<file path="src/rtl/dk_mix_scheduler.sv">
// Audio mixer: one shared MAC walks NUM_CH gained channels per sample strobe,
// then rounds, saturates and publishes one signed mixed sample.
module dk_mix_scheduler #(
    parameter int NUM_CH   = 4,
    parameter int SAMPLE_W = 16,
    parameter int GAIN_W   = 8
) (
    input  logic                         clk,
    input  logic                         I_RSTn,
    input  logic                         audio_clk_en,
    input  logic [NUM_CH*SAMPLE_W-1:0]   ch_sample,
    input  logic [NUM_CH*GAIN_W-1:0]     ch_gain,
    input  logic [NUM_CH-1:0]            ch_enable,
    output logic [SAMPLE_W-1:0]          out,
    output logic                         out_valid,
    output logic                         busy,
    output logic                         overrun
);

    localparam int PW    = SAMPLE_W + GAIN_W + 1;
    localparam int ACC_W = PW + $clog2(NUM_CH);
    localparam int IDX_W = (NUM_CH > 1) ? $clog2(NUM_CH) : 1;
    localparam int FRAC  = 7;

    localparam logic [IDX_W-1:0]        LAST  = IDX_W'(NUM_CH - 1);
    localparam logic signed [ACC_W:0]   ROUND = (ACC_W+1)'(64);
    localparam logic signed [ACC_W:0]   SMAX  =
        (ACC_W+1)'((64'sd1 <<< (SAMPLE_W - 1)) - 64'sd1);
    localparam logic signed [ACC_W:0]   SMIN  = ~SMAX;

    typedef enum logic [1:0] {
        IDLE,
        MAC,
        OUT
    } state_t;

    state_t                        state_q, state_d;
    logic [IDX_W-1:0]              idx_q, idx_d;
    logic signed [ACC_W-1:0]       acc_q, acc_d;
    logic [NUM_CH*SAMPLE_W-1:0]    samp_q, samp_d;
    logic [NUM_CH*GAIN_W-1:0]      gain_q, gain_d;
    logic [NUM_CH-1:0]             en_q, en_d;
    logic [SAMPLE_W-1:0]           out_q, out_d;
    logic                          vld_q, vld_d;
    logic                          ovr_q, ovr_d;

    logic signed [SAMPLE_W-1:0]    s_cur;
    logic [GAIN_W-1:0]             g_cur;
    logic                          e_cur;
    logic signed [PW-1:0]          prod;
    logic signed [ACC_W-1:0]       acc_next;
    logic signed [ACC_W:0]         rnd;
    logic signed [ACC_W:0]         shf;
    logic [SAMPLE_W-1:0]           sat;

    // The single multiplier: operand chosen by idx from the snapshot regs.
    assign s_cur    = samp_q[idx_q*SAMPLE_W +: SAMPLE_W];
    assign g_cur    = gain_q[idx_q*GAIN_W +: GAIN_W];
    assign e_cur    = en_q[idx_q];
    assign prod     = PW'(s_cur) * $signed(PW'(g_cur));
    assign acc_next = e_cur ? acc_q + ACC_W'(prod) : acc_q;

    assign rnd = (ACC_W+1)'(acc_q) + ROUND;
    assign shf = rnd >>> FRAC;

    always_comb begin
        sat = shf[SAMPLE_W-1:0];
        if (shf > SMAX) begin
            sat = SMAX[SAMPLE_W-1:0];
        end else if (shf < SMIN) begin
            sat = SMIN[SAMPLE_W-1:0];
        end
    end

    always_comb begin
        state_d = state_q;
        idx_d   = idx_q;
        acc_d   = acc_q;
        samp_d  = samp_q;
        gain_d  = gain_q;
        en_d    = en_q;
        out_d   = out_q;
        vld_d   = 1'b0;
        ovr_d   = ovr_q;
        unique case (state_q)
            IDLE: begin
                if (audio_clk_en) begin
                    samp_d  = ch_sample;
                    gain_d  = ch_gain;
                    en_d    = ch_enable;
                    acc_d   = '0;
                    idx_d   = '0;
                    state_d = MAC;
                end
            end
            MAC: begin
                acc_d = acc_next;
                if (idx_q == LAST) begin
                    idx_d   = '0;
                    state_d = OUT;
                end else begin
                    idx_d = idx_q + 1'b1;
                end
                if (audio_clk_en) ovr_d = 1'b1;
            end
            OUT: begin
                out_d   = sat;
                vld_d   = 1'b1;
                state_d = IDLE;
                if (audio_clk_en) ovr_d = 1'b1;
            end
            default: state_d = IDLE;
        endcase
    end

    always_ff @(posedge clk) begin
        if (!I_RSTn) begin
            state_q <= IDLE;
            idx_q   <= '0;
            acc_q   <= '0;
            samp_q  <= '0;
            gain_q  <= '0;
            en_q    <= '0;
            out_q   <= '0;
            vld_q   <= 1'b0;
            ovr_q   <= 1'b0;
        end else begin
            state_q <= state_d;
            idx_q   <= idx_d;
            acc_q   <= acc_d;
            samp_q  <= samp_d;
            gain_q  <= gain_d;
            en_q    <= en_d;
            out_q   <= out_d;
            vld_q   <= vld_d;
            ovr_q   <= ovr_d;
        end
    end

    assign out       = out_q;
    assign out_valid = vld_q;
    assign busy      = (state_q != IDLE);
    assign overrun   = ovr_q;

endmodule

</file>
<file path="config.mk">
export PLATFORM = sky130hd
export DESIGN_NAME = dk_mix_scheduler
export DESIGN_NICKNAME = d
export VERILOG_FILES = /design/src/rtl/dk_mix_scheduler.sv
export SDC_FILE = /design/constraint.sdc
export NUM_CORES = 1
export LEC_CHECK = 0
export CAP_MARGIN = 25
export CORE_UTILIZATION = 50
export CTS_CLUSTER_SIZE = 10
export DETAILED_ROUTE_END_ITERATION = 7
export PLACE_DENSITY = 0.71
export SYNTH_ARGS = -nofsm -noshare
export SYNTH_HDL_FRONTEND = slang
export SYNTH_SLANG_ARGS = --single-unit
</file>
<file path="constraint.sdc">
create_clock -name clk -period 7.7 [get_ports clk]
set_clock_uncertainty 0.15 [all_clocks]
set_input_delay 1.54 -clock clk [delete_from_list [all_inputs] [get_ports clk]]
set_output_delay 1.54 -clock clk [all_outputs]
set_load 0.1 [all_outputs]
</file>
; ---- Word level (Yosys, flattened, before mapping)
; Cells that the tools add are included.
[op_classes]
n_eq_ne = 6
reduce_logical = 9
shifts = 2
muxes = 14
magnitude_cmp = 3
n_mul = 1
add_sub_neg = 3
[ops]
columns = op, count
row1 = $shiftx 64x7->16, 1
row2 = $mux 27, 2
row3 = $pmux 27 s2, 1
row4 = $mux 16, 2
row5 = $shiftx 32x6->8, 1
row6 = $add 27x8->28 const B, 1
row7 = $add 27x25->27, 1
row8 = $mul 16x9->25, 1
row9 = $gt 21x16->1 const B, 1
row10 = $lt 21x16->1 const B, 1
row11 = $mux 2, 4
row12 = $pmux 2 s2, 2
row13 = $reduce_and 2->1, 4
row14 = $ne 2x2->1 const B, 3
row15 = $eq 2x2->1 const B, 2
row16 = $reduce_bool 2->1, 2
row17 = $lt 2x3->1 const B, 1
row18 = $reduce_and 3->1, 1
row19 = $add 2x1->2 const B, 1
row20 = $bmux 1 s2, 1
row21 = $eq 2x1->1 const B, 1
row22 = $logic_not 2->1, 1
row23 = $mux 1, 2
row24 = $reduce_or 2->1, 1
[totals]
elab_cells = 47
input_bits = 103
register_bits = 149
output_inout_bits = 19

; ---- Longest topological paths before layout
[logic_depth]
ltp_word = 5
ltp_mapped = 24
mapped_depth_nobuf = 20

; ---- Worst setup path before layout
; Ideal clock, no wire load.
[synth_timing]
path_kind = reg2reg
from = register idx_q[0]
to = register acc_q[20]
setup_slack_ps = 1085
path_buffers = 3
stages_incl_launch_ff = 20
arrival_ps = 6348
setup_time_ps = 117
required_ps = 7433
cell_sequence = dfxtp_1 buf_2 buf_1 mux4_2 and2_1 fa_1 fa_1 fa_1 fa_1 inv_1 fa_1 inv_1 ha_1 clkbuf_1 a211oi_1 o21ai_0 a32o_1 o31a_1 or3_1 a32o_1
[synth_via]
elab_chain_cells = 5
[synth_lines]
columns = element, line_no
row1 = from (decl), 38  ; logic [IDX_W-1:0] idx_q, idx_d;
row2 = from (signal assigned), 129  ; idx_q <= idx_d;
row3 = $shiftx 64x7->16 / $shiftx 32x6->8 (equally long branches), "57, 58"
row4 = $mul 16x9->25, 60  ; assign prod = PW'(s_cur) * $signed(PW'(g_cur));
row5 = $add 27x25->27, 61  ; assign acc_next = e_cur ? acc_q + ACC_W'(prod) : acc_q;
row6 = $mux 27, 61
row7 = $pmux 27 s2, 85  ; unique case (state_q)
row8 = to (signal assigned), 120  ; acc_q <= '0;
row9 = to (signal assigned), 130  ; acc_q <= acc_d;
row10 = to (decl), 39  ; logic signed [ACC_W-1:0] acc_q, acc_d;
; Parallel ways exist; a longest one is shown, timed or not. The select of a mux whose other input is x is not followed.
; A chain may end at the register's enable or synchronous reset.

; ---- Final worst setup path
[layout_timing]
from = register idx_q[0]
to = register acc_q[23]
; The elaborated chain is that of the path after synthesis.

==> results.json <==
{
  "status": "finished, final reports clean",
  "synthSimpleGateAreaFrac_pct": 19.37,
  "place_area_um2": 13390,
  "antenna_cells": 0,
  "synth-main-ff-cell": "dfxtp_1",
  "met2_usage_pct": 38.22,
  "wl_per_cell_um": 15.29,
  "max_freq_mhz": 147.1,
  "antenna_found_initial": 0,
  "crit_required_ns": 7.93,
  "finalInstanceArea_um2": 14000,
  "wl_um": 27590,
  "synth-edff-count": 0,
  "die-area_um2": 24560,
  "synth_nets": 1684,
  "coreArea_um2": 23470,
  "ant_nets": 0,
  "endpoint_kind": "flop",
  "remaining_drc_errors": 0,
  "timing.setup.tns_ns": 0,
  "slew_headroom_pct": 28.36,
  "start_util_pct": 50.99,
  "cp_common_cell": "fa_1",
  "synth_mux_area_share_pct": 4.956,
  "hpwl_um": 21030,
  "clk_path_buf_depth": 2,
  "worst-setup-path-type": "reg -> reg",
  "yosys_register_bits": 149,
  "drtIter0Drc": 436,
  "rows": 56,
  "path_clk_slew_ns": 0.08,
  "drive_gt1_share_pct": 6.061,
  "p_leak_nw": 6.202,
  "cts_resized": 0,
  "final_hold_viol_count": 0,
  "arrival_ns": 7.03,
  "synth_top_family_by_area": "adder cells",
  "grt.overflow.total": 0,
  "via_count": 9554,
  "cts_tree": "built",
  "port_buffers": 121,
  "clk-insertion-delay-late_ns": 0.44,
  "syn_to_final_growth_pct": 16.96,
  "root_buffer": "clkbuf_16",
  "p_per_area_nw_per_um2": 151.8,
  "gp_congestion": 0.8629,
  "grt_pass1_vias": 9455,
  "rsz0062_at_grt": "false",
  "io_pins": 122,
  "cap_violations": 0,
  "via_per_inst": 5.296,
  "cp-start-kind": "flop",
  "yosysUniqueCellTypes": 61,
  "final-setup-viol-count": 0,
  "async_reset_ff_share_pct": 0,
  "drt-pass1-iter-count": 5,
  "synth_compound_area_share_pct": 13.07,
  "synth-xor-area-share_pct": 1.683,
  "chipHeight_um": 156.7,
  "grt_util_met3_pct": 3.766,
  "postCtsSetupRepairBufs": 0,
  "netlist_instances": 1390,
  "grt_pass1_wl_um": 46580,
  "syn_avg_cell_area_um2": 8.610,
  "cp_top_family": "adder cells",
  "crit_path_max_incr_delay_ns": 0.63,
  "grt-busiest-layer": "met2",
  "yosys_warnings": 0,
  "syn_area_um2": 11970,
  "numCtsBuffers": 17,
  "die_width_um": 156.7,
  "grt_usage_pct": 24.08,
  "fin_crit_ns": 6.800,
  "grt_max_degree": 104,
  "finalNetCount": 1766,
  "cts_sinks": 149,
  "path_max_fanout": 19,
  "timing.hold.ws_ns": 0.3035,
  "seq_area_frac_synth_pct": 24.92,
  "fin_crit_sh_pct": 88.31,
  "slowest_stage": "mux4_2",
  "use_met1_pct": 33.91,
  "ctsHoldBuffers": 0,
  "crit_buf_inv": 3,
  "worst_pin_slew_ns": 1.075,
  "p_total_mw": 2.124,
  "ir_drop_v": 0.0001389,
  "drv_slew": 0,
  "cts-htree-levels": 4,
  "synth_fa_ha_area_share_pct": 27.94,
  "worstHoldPathType": "reg -> reg",
  "path_cells": "buf_12, mux4_2, and2_1, fa_1, fa_1, fa_1, fa_1, inv_1, fa_1, inv_1, ha_1, nand4_1, nor4_1, o31ai_1, a211oi_1, o21ai_1, a2111o_1, nand3_1"
}
[synthesized netlist by cell type, types with 18 or more instances]
library cell	number	area share (%)
xnor2_1	21	1.5
nand3_1	21	0.88
nor2_1	57	1.8
fa_1	127	21
dfxtp_1	149	25
o21ai_0	18	0.75
nand2_1	295	9.3
inv_1	185	5.8
ha_1	64	6.7
and2_1	82	4.3
mux4_2	25	4.7
a21oi_1	126	5.3
clkbuf_1	58	1.8
[cells in the final DEF, fill, tap and decap left out, types with 4 or more instances in the layout]
cell type        Yosys  layout
o21ai_0             18      18
ha_1                64      64
or3_1                6       6
o21a_1               9       9
xnor2_1             21      21
a21o_1              11      11
inv_1              185     185
nor2_1              57      57
clkinv_8             0       6
a311oi_1             5       5
a311oi_2            10      10
and3_1               8       8
a32oi_1              5       5
nor3_1               8       8
nand3_1             21      21
clkbuf_16            0      17
fa_1               127     127
buf_4                0       7
a32o_1               4       4
nand2_1            295     294
a211o_1              5       5
and2_1              82      81
mux4_2              25      25
nand4_1              8       8
dfxtp_1            149     148
a211oi_1             8       8
nand2b_1             8       8
clkdlybuf4s50_1      0     121
a22oi_1              4       4
a21oi_1            126     126
[metrics by stage]
step / cells / utilization, % / setup WS [ns]
2_1_floorplan: 1390 / - / 1.085
3_3_place_gp: 1771 / 57.01 / 1.109
3_5_place_dp: 1772 / 57.05 / 0.9880
4_1_cts: 1804 / 59.63 / 0.8899
5_1_grt: 1804 / 59.63 / 0.4406
6_report: 1804 / 59.63 / 0.9001
[cell type report]
class	instances	area [um^2]
sequential	149	2984
clock buffer	17	425.4
tap	319	399.1
multi-input combinational	989	8024
timing repair buffer	129	1284
fill	2054	9475
inverter	186	699.4
clock inverter	15	181.4
[path summary, 6_finish.rpt]
path,startpoint,endpoint,slack [ns],cells after the start
worst max-delay path,idx_q[0],acc_q[23],0.90,18
worst max register to register,idx_q[0],acc_q[23],0.90,18
worst min register to register,samp_q[52],samp_q[52],0.30,2
worst min-delay path,samp_q[52],samp_q[52],0.30,2
[where the power goes]
part           switching [mW]  leakage (nW)  internal [mW]
combinational           0.261          4.70          0.183
sequential             0.0218          1.22          0.808
clock                   0.413         0.287          0.438
[sequential cells by signal (all words and copies together) (netlist names)]
register	cells
state_q	2
acc_q	27
overrun	1
out_valid	1
en_q	4
samp_q	64
idx_q	2
gain_q	32
out	16
[cell families after synthesis]
logic type | Yosys count
flops | 149
compound gates | 237
fa+ha+maj | 191
xor+xnor | 23
buf+inv | 252
simple gates | 510
mux | 28
[per-layer routing]
layer | vias up | share of wire (%)
li1 | 4686 | -
met1 | 4563 | 47
met2 | 276 | 46
met3 | 29 | 5.5
met4 | 0 | 1.4
met5 | - | 0
[worst register-to-register path, delay by kind of cell, from the launching register on]
kind,cells,cell delay (ns)
adders and majority gates,6,2.97
AOI/OAI and AO/OA,4,1.37
and+or+nand+nor,4,0.69
muxes,1,0.64
DFF,1,0.56
buffers and inverters,3,0.36
No activity file was read; power rests on OpenSTA's default activity.
